### config.mk
export PLATFORM = sky130hd
export DESIGN_NAME = taxi_baser_rx_block_lock
export DESIGN_NICKNAME = d
export VERILOG_FILES = /design/src/rtl/taxi_baser_rx_block_lock.sv
export SDC_FILE = /design/constraint.sdc
export NUM_CORES = 1
export LEC_CHECK = 0
export CELL_PAD_IN_SITES_DETAIL_PLACEMENT = 0
export CELL_PAD_IN_SITES_GLOBAL_PLACEMENT = 1
export CORE_ASPECT_RATIO = 0.75
export CORE_MARGIN = 2
export CORE_UTILIZATION = 41
export CTS_BUF_LIST = sky130_fd_sc_hd__clkbuf_2 sky130_fd_sc_hd__clkbuf_4 sky130_fd_sc_hd__clkbuf_8
export CTS_CLUSTER_DIAMETER = 80
export CTS_CLUSTER_SIZE = 10
export DETAILED_ROUTE_END_ITERATION = 7
export GPL_TIMING_DRIVEN = 0
export PLACE_DENSITY = 0.83
export SLEW_MARGIN = 20
export SYNTH_ARGS = -nofsm -noshare
export SYNTH_HDL_FRONTEND = slang
export SYNTH_SLANG_ARGS = --single-unit
### constraint.sdc
create_clock -name clk -period 2.3 [get_ports clk]
set_input_delay 0.46 -clock clk [delete_from_list [all_inputs] [get_ports clk]]
set_output_delay 0.46 -clock clk [all_outputs]
set_load 0.02 [all_outputs]
### src/rtl/taxi_baser_rx_block_lock.sv
// 10GBASE-R receive block lock: hunts for the 66b block boundary via bitslip and tracks lock.
// Optional TAXI_BLOCK_LOCK_STATS_EN adds a saturating lock-loss counter output.
module taxi_baser_rx_block_lock #(
   parameter int HDR_W               = 2,
   parameter int SH_CNT_MAX          = 64,
   parameter int SH_INVALID_MAX      = 16,
   parameter int BITSLIP_HIGH_CYCLES = 1,
   parameter int BITSLIP_LOW_CYCLES  = 8
) (
   input  logic             clk,
   input  logic             rst,
   input  logic [HDR_W-1:0] encoded_rx_hdr,
   input  logic             encoded_rx_hdr_valid,
   output logic             serdes_rx_bitslip,
   output logic             rx_block_lock,
`ifdef TAXI_BLOCK_LOCK_STATS_EN
   output logic [7:0]       rx_lock_loss_count,
`endif
   output logic             rx_slip_active
);

   if (HDR_W != 2) begin : g_bad_hdr_w
      $fatal(1, "HDR_W must be 2");
   end
   if (SH_CNT_MAX < 1 || SH_CNT_MAX > 127) begin : g_bad_sh_cnt_max
      $fatal(1, "SH_CNT_MAX out of range");
   end
   if (SH_INVALID_MAX < 1 || SH_INVALID_MAX > 31) begin : g_bad_sh_invalid_max
      $fatal(1, "SH_INVALID_MAX out of range");
   end
   if (BITSLIP_HIGH_CYCLES < 1 || BITSLIP_HIGH_CYCLES > 255) begin : g_bad_high
      $fatal(1, "BITSLIP_HIGH_CYCLES out of range");
   end
   if (BITSLIP_LOW_CYCLES < 0 || BITSLIP_LOW_CYCLES > 255) begin : g_bad_low
      $fatal(1, "BITSLIP_LOW_CYCLES out of range");
   end

   // Compare against MAX-1 before incrementing so the counters never hold MAX itself.
   localparam logic [6:0] SH_CNT_LAST  = 7'(SH_CNT_MAX - 1);
   localparam logic [4:0] SH_INV_LAST  = 5'(SH_INVALID_MAX - 1);
   localparam logic [7:0] SLIP_HI_LOAD = 8'(BITSLIP_HIGH_CYCLES - 1);
   localparam logic [7:0] SLIP_LO_LOAD = 8'((BITSLIP_LOW_CYCLES > 0) ? BITSLIP_LOW_CYCLES - 1 : 0);

   typedef enum logic [1:0] {StTest, StSlip, StWait} state_t;

   state_t     state;
   logic [6:0] sh_cnt;
   logic [4:0] sh_invalid_cnt;
   logic [7:0] slip_cnt;
   logic       hdr_ok;

   assign hdr_ok = ^encoded_rx_hdr;

   always_ff @(posedge clk) begin
      if (rst) begin
         state             <= StTest;
         sh_cnt            <= '0;
         sh_invalid_cnt    <= '0;
         slip_cnt          <= '0;
         serdes_rx_bitslip <= 1'b0;
         rx_block_lock     <= 1'b0;
         rx_slip_active    <= 1'b0;
`ifdef TAXI_BLOCK_LOCK_STATS_EN
         rx_lock_loss_count <= '0;
`endif
      end else begin
         case (state)
            StTest: begin
               if (encoded_rx_hdr_valid) begin
                  if (!hdr_ok && (!rx_block_lock || sh_invalid_cnt == SH_INV_LAST)) begin
                     // Loss of lock wins over a window ending on the same header.
                     state             <= StSlip;
                     serdes_rx_bitslip <= 1'b1;
                     rx_slip_active    <= 1'b1;
                     slip_cnt          <= SLIP_HI_LOAD;
                     sh_cnt            <= '0;
                     sh_invalid_cnt    <= '0;
                     rx_block_lock     <= 1'b0;
`ifdef TAXI_BLOCK_LOCK_STATS_EN
                     if (rx_block_lock && rx_lock_loss_count != 8'hff) begin
                        rx_lock_loss_count <= rx_lock_loss_count + 8'd1;
                     end
`endif
                  end else if (sh_cnt == SH_CNT_LAST) begin
                     sh_cnt         <= '0;
                     sh_invalid_cnt <= '0;
                     rx_block_lock  <= 1'b1;
                  end else begin
                     sh_cnt <= sh_cnt + 7'd1;
                     if (!hdr_ok) begin
                        sh_invalid_cnt <= sh_invalid_cnt + 5'd1;
                     end
                  end
               end
            end
            StSlip: begin
               if (slip_cnt == 8'd0) begin
                  serdes_rx_bitslip <= 1'b0;
                  if (BITSLIP_LOW_CYCLES == 0) begin
                     state          <= StTest;
                     rx_slip_active <= 1'b0;
                  end else begin
                     state    <= StWait;
                     slip_cnt <= SLIP_LO_LOAD;
                  end
               end else begin
                  slip_cnt <= slip_cnt - 8'd1;
               end
            end
            StWait: begin
               if (slip_cnt == 8'd0) begin
                  state          <= StTest;
                  rx_slip_active <= 1'b0;
               end else begin
                  slip_cnt <= slip_cnt - 8'd1;
               end
            end
            default: begin
               state             <= StTest;
               serdes_rx_bitslip <= 1'b0;
               rx_slip_active    <= 1'b0;
            end
         endcase
      end
   end

endmodule

# Word level (Yosys, flattened, before mapping)
# Cells that the tools add are included.
# word_totals
regBits	25
output_inout_bits	3
# op_classes
n_addsub	3
eq_ne	10
muxes	22
bitwise_logic	2
reduce_logical	16
# op_table
cell	n
$mux W8	4
$pmux W8 S3	1
$reduce_and A4 Y1	4
$mux W5	3
$mux W7	2
$ne A2 B2 Y1 const B	5
$logic_not A8 Y1	1
$mux W2	4
$sub A8 B1 Y8 const B	1
$add A7 B1 Y7 const B	1
$eq A7 B6 Y1 const B	1
$pmux W1 S3	2
$pmux W2 S3	1
$reduce_and A3 Y1	2
$add A5 B1 Y5 const B	1
$eq A5 B4 Y1 const B	1
$mux W1	5
$ne A3 B1 Y1 const B	1
$reduce_bool A3 Y1	1
$eq A2 B1 Y1 const B	1
$eq A2 B2 Y1 const B	1
$logic_not A1 Y1	2
$logic_not A2 Y1	1
$not A1 Y1	2
other kinds (5)	5

# Depth between registers and ports, before layout
# Gate-level depths: netlist (run 1).
# depth
depth_word	6
mapped_depth	8

# Worst setup path after synthesis (run 1)
# Ideal clock, no wire load.
# synth_path
path_kind	reg-to-reg
start	register sh_invalid_cnt[0]
end	register sh_invalid_cnt[4]
arrival_ns	1.797
required_time_ns	2.229
setup_slack_ns	0.432
stages_incl_launch_ff	8
path_buffers	0
cell_sequence	dfxtp_1 -> ha_1 -> and3_1 -> ha_1 -> nand2b_1 -> a22oi_1 -> or4b_1 -> a21oi_1
# synth_via
elab_chain_len	5
word_cells_on_any_way	9
cone_classes	add/sub (1); eq/ne (2); mux (3); reduce/logical (3)
# synth_rtl
element	line	rtl
from (decl)	48	logic [4:0] sh_invalid_cnt;
from (signal assigned)	91	sh_invalid_cnt <= sh_invalid_cnt + 5'd1;
parallel branches: the longest is 5 deep, another holds $add A5 B1 Y5	-	
# Parallel ways; which one is timed is not known. The select of a mux whose other input is x is not followed.
# A chain may end at the register's enable or synchronous reset.

# Worst setup path after layout (run 1)
# layout_path
start	register sh_invalid_cnt[0]
end	register rx_slip_active
# layout_via
elab_chain_len	5
# layout_rtl
element	line	rtl
$eq A5 B4 Y1	70	if (!hdr_ok && (!rx_block_lock || sh_invalid_cnt == SH_INV_LAST)) begin
$logic_or A1 B1 Y1	70	
$logic_and A1 B1 Y1	70	
$ne A2 B2 Y1 (no line)	-	
$reduce_and A4 Y1 (no line)	-	
to (signal assigned)	62	rx_slip_active <= 1'b0;
to (signal assigned)	74	rx_slip_active <= 1'b1;
to (signal assigned)	101	rx_slip_active <= 1'b0;
to (decl)	19	output logic rx_slip_active
# No other way between the ends.

==> summary.md, run 1 <==
| Metric | Value |
|---|---|
| Status | `completed` |
| Slew HR | `0.484` |
| Port-buffer cells | `6` |
| TritonCTS clock tree | `done` |
| Max H-tree Level | `1` |
| RSZ-0062 raised after global routing | `no` |
| Most common cell in the netlist | `dfxtp_1` |
| Worst EP arrival | `2.37 ns` |
| Die width | `72.6 microns` |
| Netlist cell types | `46` |
| Sequential fraction of the synthesis area | `0.346` |
| Most frequent CP cell | `ha_1` |
| Worst Max-Slew Pin Slew | `0.768 ns` |
| CP max stage delay | `0.42 ns` |
| Net Count, Synth | `184` |
| Clk buf depth | `2` |
| Final Non-Filler Cells | `220` |
| Seq cells post-synth | `25` |
| DRT iter0 DRCs | `108` |
| Syn Std Cell Area | `0.00145 sq mm` |
| Synth warn | `0` |
| Area grow syn2layout | `11.3%` |
| Final hold viol count | `0` |
| Synth Area per Inst | `8.50 sq um` |
| IO Pins | `8` |
| Worst Hold Class | `reg -> reg` |
| Leakage | `0.579 nW` |
| Initial antenna violation count | `0` |
| Layout cell share with drive strength beyond 1 | `0.0667` |
| CP required | `2.45 ns` |
| Via-per-instance ratio | `6.02` |
| Clock Root Buffer | `clkbuf_8` |
| Via count | `1,325` |
| Initial Utilization | `0.434` |
| Final instance area | `0.00161 sq mm` |
| Grt total ovfl | `0` |
| Async S/R FF share, synth | `0` |
| Final Max Tran Viols | `0` |
| Max-cap violation count | `0` |
| CTS Sinks | `25` |
| Largest net degree at the start of global routing | `14` |
| Clock slew at reported path FFs | `0.09 ns` |
| Critical path type | `reg -> reg` |
| Post-synth top cells | `25 x dfxtp_1, 13 x a21oi_1, 13 x nand2_1` |
| Post-placement cell area | `0.00156 sq mm` |
| Crit path cell chain | `ha_1 -> and3_1 -> ha_1 -> nor2b_1 -> o31a_1 -> clkbuf_1 -> o311ai_0 -> o41ai_1` |
| Vias in the first global route | `1,215` |
| First-pass GRT wire length | `5510 microns` |
| Post-synth top area share | `0.346` |
| Die Y-Extent | `55.4 microns` |
| Post-synth EDFFs | `0` |
| DR DRC count | `0` |
| Worst-path fanout max | `10` |
| Dpl cells | `216` |
| Worst IR Drop VDD | `0.404 mV` |
| Dominant cell type by area after synthesis | `dfxtp_1` |
| Tcrit/Tclk final | `0.966` |
| CTS Hold Bufs | `0` |
| Post-Synthesis Cells | `170` |
| Worst-skew pair later-pin latency | `0.27 ns` |
| Post-route ant nets | `0` |
| CP max-delay cell | `o311ai_0` |
| Crit path launch type | `flip-flop` |
| Ranking of synthesized cells by area | `dfxtp_1 35%, ha_1 7.8%, a21oi_1 4.5%` |
| Layout net count | `195` |
| Core Rows | `18` |
| GPL Wtd Cong | `0.822` |
| Clk_skew | `0.0106 ns` |
| Fmax | `450 MHz` |
| Total die area | `0.00402 sq mm` |
| Cell area power density | `907 mW/mm^2` |
| Crit. End Element | `flip-flop` |
| Endpoints failing setup | `0` |
| Router iterations before antenna repair | `4` |
| Num CTS Buffers | `3` |
| Fin crit period | `2.22 ns` |
| GRT Overall Usage | `0.170` |
| Final HPWL DP | `2440 microns` |
| Final Power | `0.00146 W` |
| Prevailing post-synth register cell | `dfxtp_1` |
| Fill cells | `327` |
| Wirelength per Cell | `15.1 microns` |
| Antenna diodes | `0` |
| Final wirelength | `3320 microns` |
| CORE AREA | `0.00333 sq mm` |
## registers in the layout, summed over array words and instances (netlist names)
| register | cells |
|---|---|
| sh_invalid_cnt | 5 |
| state | 2 |
| slip_cnt | 8 |
| rx_slip_active | 1 |
| sh_cnt | 7 |
| serdes_rx_bitslip | 1 |
| rx_block_lock | 1 |
## metal layers
layer / global-route usage / share of wire
met1: 0.257 / 0.50
met2: 0.244 / 0.43
met3: 0.0401 / 0.062
met4: 0.0344 / 0.0030
met5: 0 / 0
## report_power, final
part	internal, W	switching [W]
Clock	0.000136	0.000138
Combinational	0.000249	0.000403
Sequential	0.000484	0.0000499
Total	0.000868	0.000591
## layout by cell type (no fill, tap or decap), types with 3 or more instances in the layout
master           instances
nand2_1                 13
o21ai_0                  8
clkbuf_8                 3
ha_1                     9
nor2_1                  10
dfxtp_1                 25
a31oi_1                  5
nand4_1                  5
a211oi_1                 4
inv_1                   10
o32ai_1                  5
nor3_1                   3
clkdlybuf4s50_1          6
xor2_1                   4
nand3_1                  8
clkbuf_1                 6
and3_1                   3
a21oi_1                 13
## stage by stage
stage,setup slack [ns],hold slack (ns),util,TNS (ns)
final,0.0788,0.476,0.483,0
after detailed placement,-0.191,0.468,0.467,-0.512
after global placement,-0.0943,0.459,0.467,-0.158
after floorplan,0.432,0.444,-,0
after global routing,0.00166,0.492,0.483,0
after CTS,0.119,0.480,0.483,0
## path summary, 6_finish.rpt
path                    endpoint              start  slack, ns  depth (start not counted)
setup reg to reg  rx_slip_active  sh_invalid_cnt[0]       0.08                          8
hold / removal         sh_cnt[6]          sh_cnt[6]       0.48                          1
hold reg to reg        sh_cnt[6]          sh_cnt[6]       0.48                          1
setup / recovery  rx_slip_active  sh_invalid_cnt[0]       0.08                          8
## final cells by class
cell class              instances  area, sq um  share of cell area
inverters                      11         41.3              0.0257
multi-input cells             127          878               0.546
plain buffers                   7         30.0              0.0187
repair buffers                  6         60.1              0.0373
flip-flops and latches         25          500               0.311
clock buffers                   4         48.8              0.0303
well taps                      40         50.0              0.0311
## worst max-delay path: cells and delay by family, from the launching register on
family                     cells  cell delay (ns)
and+or+nand+nor                2             0.25
AOI/OAI and AO/OA              3             0.85
buffers and inverters          1             0.25
adders and majority gates      2             0.38
DFF                            1             0.37
## kinds of logic (layout without fill, tap and decap cells)
group / Yosys count / after routing / share of synthesized area
XOR/XNOR: 6 / 6 / 0.0364
AO/OA/AOI/OAI: 56 / 56 / 0.273
buffers and inverters: 18 / 28 / 0.0494
flip-flops: 25 / 25 / 0.346
adder cells (fa/ha/maj): 9 / 9 / 0.0779
AND/OR/NAND/NOR: 56 / 56 / 0.217
## timing repair
action	in CTS	in global routing
endpoints found under the setup margin	1	0
buffers inserted	0	0
gates resized for setup	1	0
Power figures use the tool's default switching activity.
==> run 2, diff against run 1 <==
- GPL_TIMING_DRIVEN: 0 -> 1
- SETUP_SLACK_MARGIN: default -> 0.2
==> run 2 against run 1 <==
Critical path depth down 1. Register-to-register slack better by 0.22 ns. Sequential share of layout area down 0.76 points. Combinational power is 7.8% higher. Sequential cell count did not move. Sequential power up 1%. Routed wire length rose by 4.1%. Non-clock buffer count rose by 1. Clock power up 3%. Clock skew shrank 0.0039 ns. Core utilization rose by 1.2 points. Critical path type unchanged. Critical endpoint is now sh_invalid_cnt[4]. Largest power group unchanged.
==> summary.md, run 2 (same netlist as run 1, synthesis figures left out) <==
| Metric | Value |
|---|---|
| Status | `completed` |
| Slew HR | `0.617` |
| Clk_skew | `0.00668 ns` |
| Clk buf depth | `2` |
| Antenna diodes | `0` |
| GPL Wtd Cong | `0.777` |
| CORE AREA | `0.00333 sq mm` |
| Multi-input logic area | `886 sq um` |
| Die Y-Extent | `55.4 microns` |
| Worst IR Drop VDD | `0.474 mV` |
| Worst slack, placed | `0.123 ns` |
| Critical path type | `reg -> reg` |
| Dpl cells | `216` |
| Max-cap violation count | `0` |
| Initial antenna violation count | `0` |
| WHS Path Cells | `1` |
| Layout cell share with drive strength beyond 1 | `0.104` |
| Worst setup margin | `0.296 ns` |
| Seq. cell area | `500 sq um` |
| DR DRC count | `0` |
| Tcrit/Tclk final | `0.872` |
| Final Max Tran Viols | `0` |
| First-pass GRT wire length | `5850 microns` |
| Largest Register | `slip_cnt` |
| Worst Max-Slew Pin Slew | `0.574 ns` |
| Leakage | `0.603 nW` |
| Total die area | `0.00402 sq mm` |
| IO Pins | `8` |
| Largest net degree at the start of global routing | `16` |
| Die width | `72.6 microns` |
| TritonCTS clock tree | `done` |
| Router iterations before antenna repair | `4` |
| Worst-skew pair later-pin latency | `0.27 ns` |
| Worst EP arrival | `2.22 ns` |
| Commonest non-fill, non-tap cell in the layout | `dfxtp_1` |
| Most frequent cells in the layout | `25 x dfxtp_1, 13 x nand2_1, 13 x a21oi_1` |
| Hold slack | `0.482 ns` |
| Endpoints failing setup | `0` |
| Worst-path fanout max | `4` |
| Layout net count | `197` |
| Grt total ovfl | `0` |
| Clock slew at reported path FFs | `0.09 ns` |
| Num CTS Buffers | `3` |
| Post-route ant nets | `0` |
| Fmax | `499 MHz` |
| Core Rows | `18` |
| Number of flip-flops in the largest register | `8` |
| Area grow syn2layout | `14.1%` |
| Cell area power density | `924 mW/mm^2` |
| Port-buffer cells | `7` |
| Vias in the first global route | `1,223` |
| P_sw | `0.000614 W` |
| Final HPWL DP | `2490 microns` |
| Top Registers | `slip_cnt x8, sh_cnt x7, sh_invalid_cnt x5` |
| Final wirelength | `3460 microns` |
| Final hold viol count | `0` |
| Sequential cell fraction of total power | `0.355` |
| Max H-tree Level | `1` |
| Logic pwr share | `0.461` |
| Wirelength per Cell | `15.6 microns` |
| Crit path launch type | `flip-flop` |
| Clock Root Buffer | `clkbuf_8` |
| Fill cells | `323` |
| Worst Hold Class | `reg -> reg` |
| Clk network pwr share | `0.185` |
| Via count | `1,364` |
| Initial Utilization | `0.434` |
| Sw Share | `0.403` |
| Crit. End Element | `flip-flop` |
| RSZ-0062 raised after global routing | `yes` |
| Reg2Reg Depth | `7` |
| CP required | `2.51 ns` |
| CTS Sinks | `25` |
| GRT Overall Usage | `0.181` |
| Via-per-instance ratio | `6.14` |
| Fin crit period | `2.00 ns` |
| Final Non-Filler Cells | `222` |
| DRT iter0 DRCs | `81` |
| Setup_tns | `0 ns` |
| Int Power | `0.000910 W` |
[run 2: area by class of cell]
type | count | share of cell area
sequential | 25 | 0.303
tap | 40 | 0.0303
inverter | 11 | 0.0250
clock buffer | 4 | 0.0296
timing repair buffer | 14 | 0.0744
multi-input combinational | 128 | 0.537
[run 2: worst max-delay path, stage by stage (launching register included)]
cell	delay, ns
dfxtp_1	0.35
ha_1	0.21
and3_1	0.18
ha_1	0.21
nand2b_1	0.19
a22oi_2	0.22
or4b_1	0.45
a21oi_1	0.14
[run 2: final timing paths]
check / from / to / slack (ns)
worst max register to register: sh_invalid_cnt[0] / sh_invalid_cnt[4] / 0.30
worst min-delay path: sh_cnt[6] / sh_cnt[6] / 0.48
worst max-delay path: sh_invalid_cnt[0] / sh_invalid_cnt[4] / 0.30
worst min register to register: sh_cnt[6] / sh_cnt[6] / 0.48
[run 2: repair_timing]
action | 4_1_cts | 5_1_grt
resized for setup | 0 | 4
buffers inserted | 0 | 1
endpoints found under the setup margin | 0 | 10
hold buffers | 0 | 0
[run 2: metrics by stage]
stage          area (sq um)  total power (W)   util
2_1_floorplan          1450          0.00102      -
3_3_place_gp           1580          0.00119  0.474
3_5_place_dp           1580          0.00121  0.474
4_1_cts                1630          0.00149  0.489
5_1_grt                1650          0.00163  0.495
6_report               1650          0.00152  0.495
[run 2: power by group through the flow]
stage | combinational (W) | sequential, W | clock [W]
3_5_place_dp | 0.000661 | 0.000549 | 0
5_1_grt | 0.000771 | 0.000547 | 0.000312
4_1_cts | 0.000667 | 0.000539 | 0.000287
3_3_place_gp | 0.000645 | 0.000543 | 0
2_1_floorplan | 0.000469 | 0.000548 | 0
6_report | 0.000702 | 0.000540 | 0.000282
[run 2: routing by layer]
metal	up-vias	track usage	routed length, microns
met5	-	0	0
met1	657	0.264	1760
met3	2	0.0438	202
met2	33	0.278	1490
met4	0	0.0238	10
li1	672	-	-
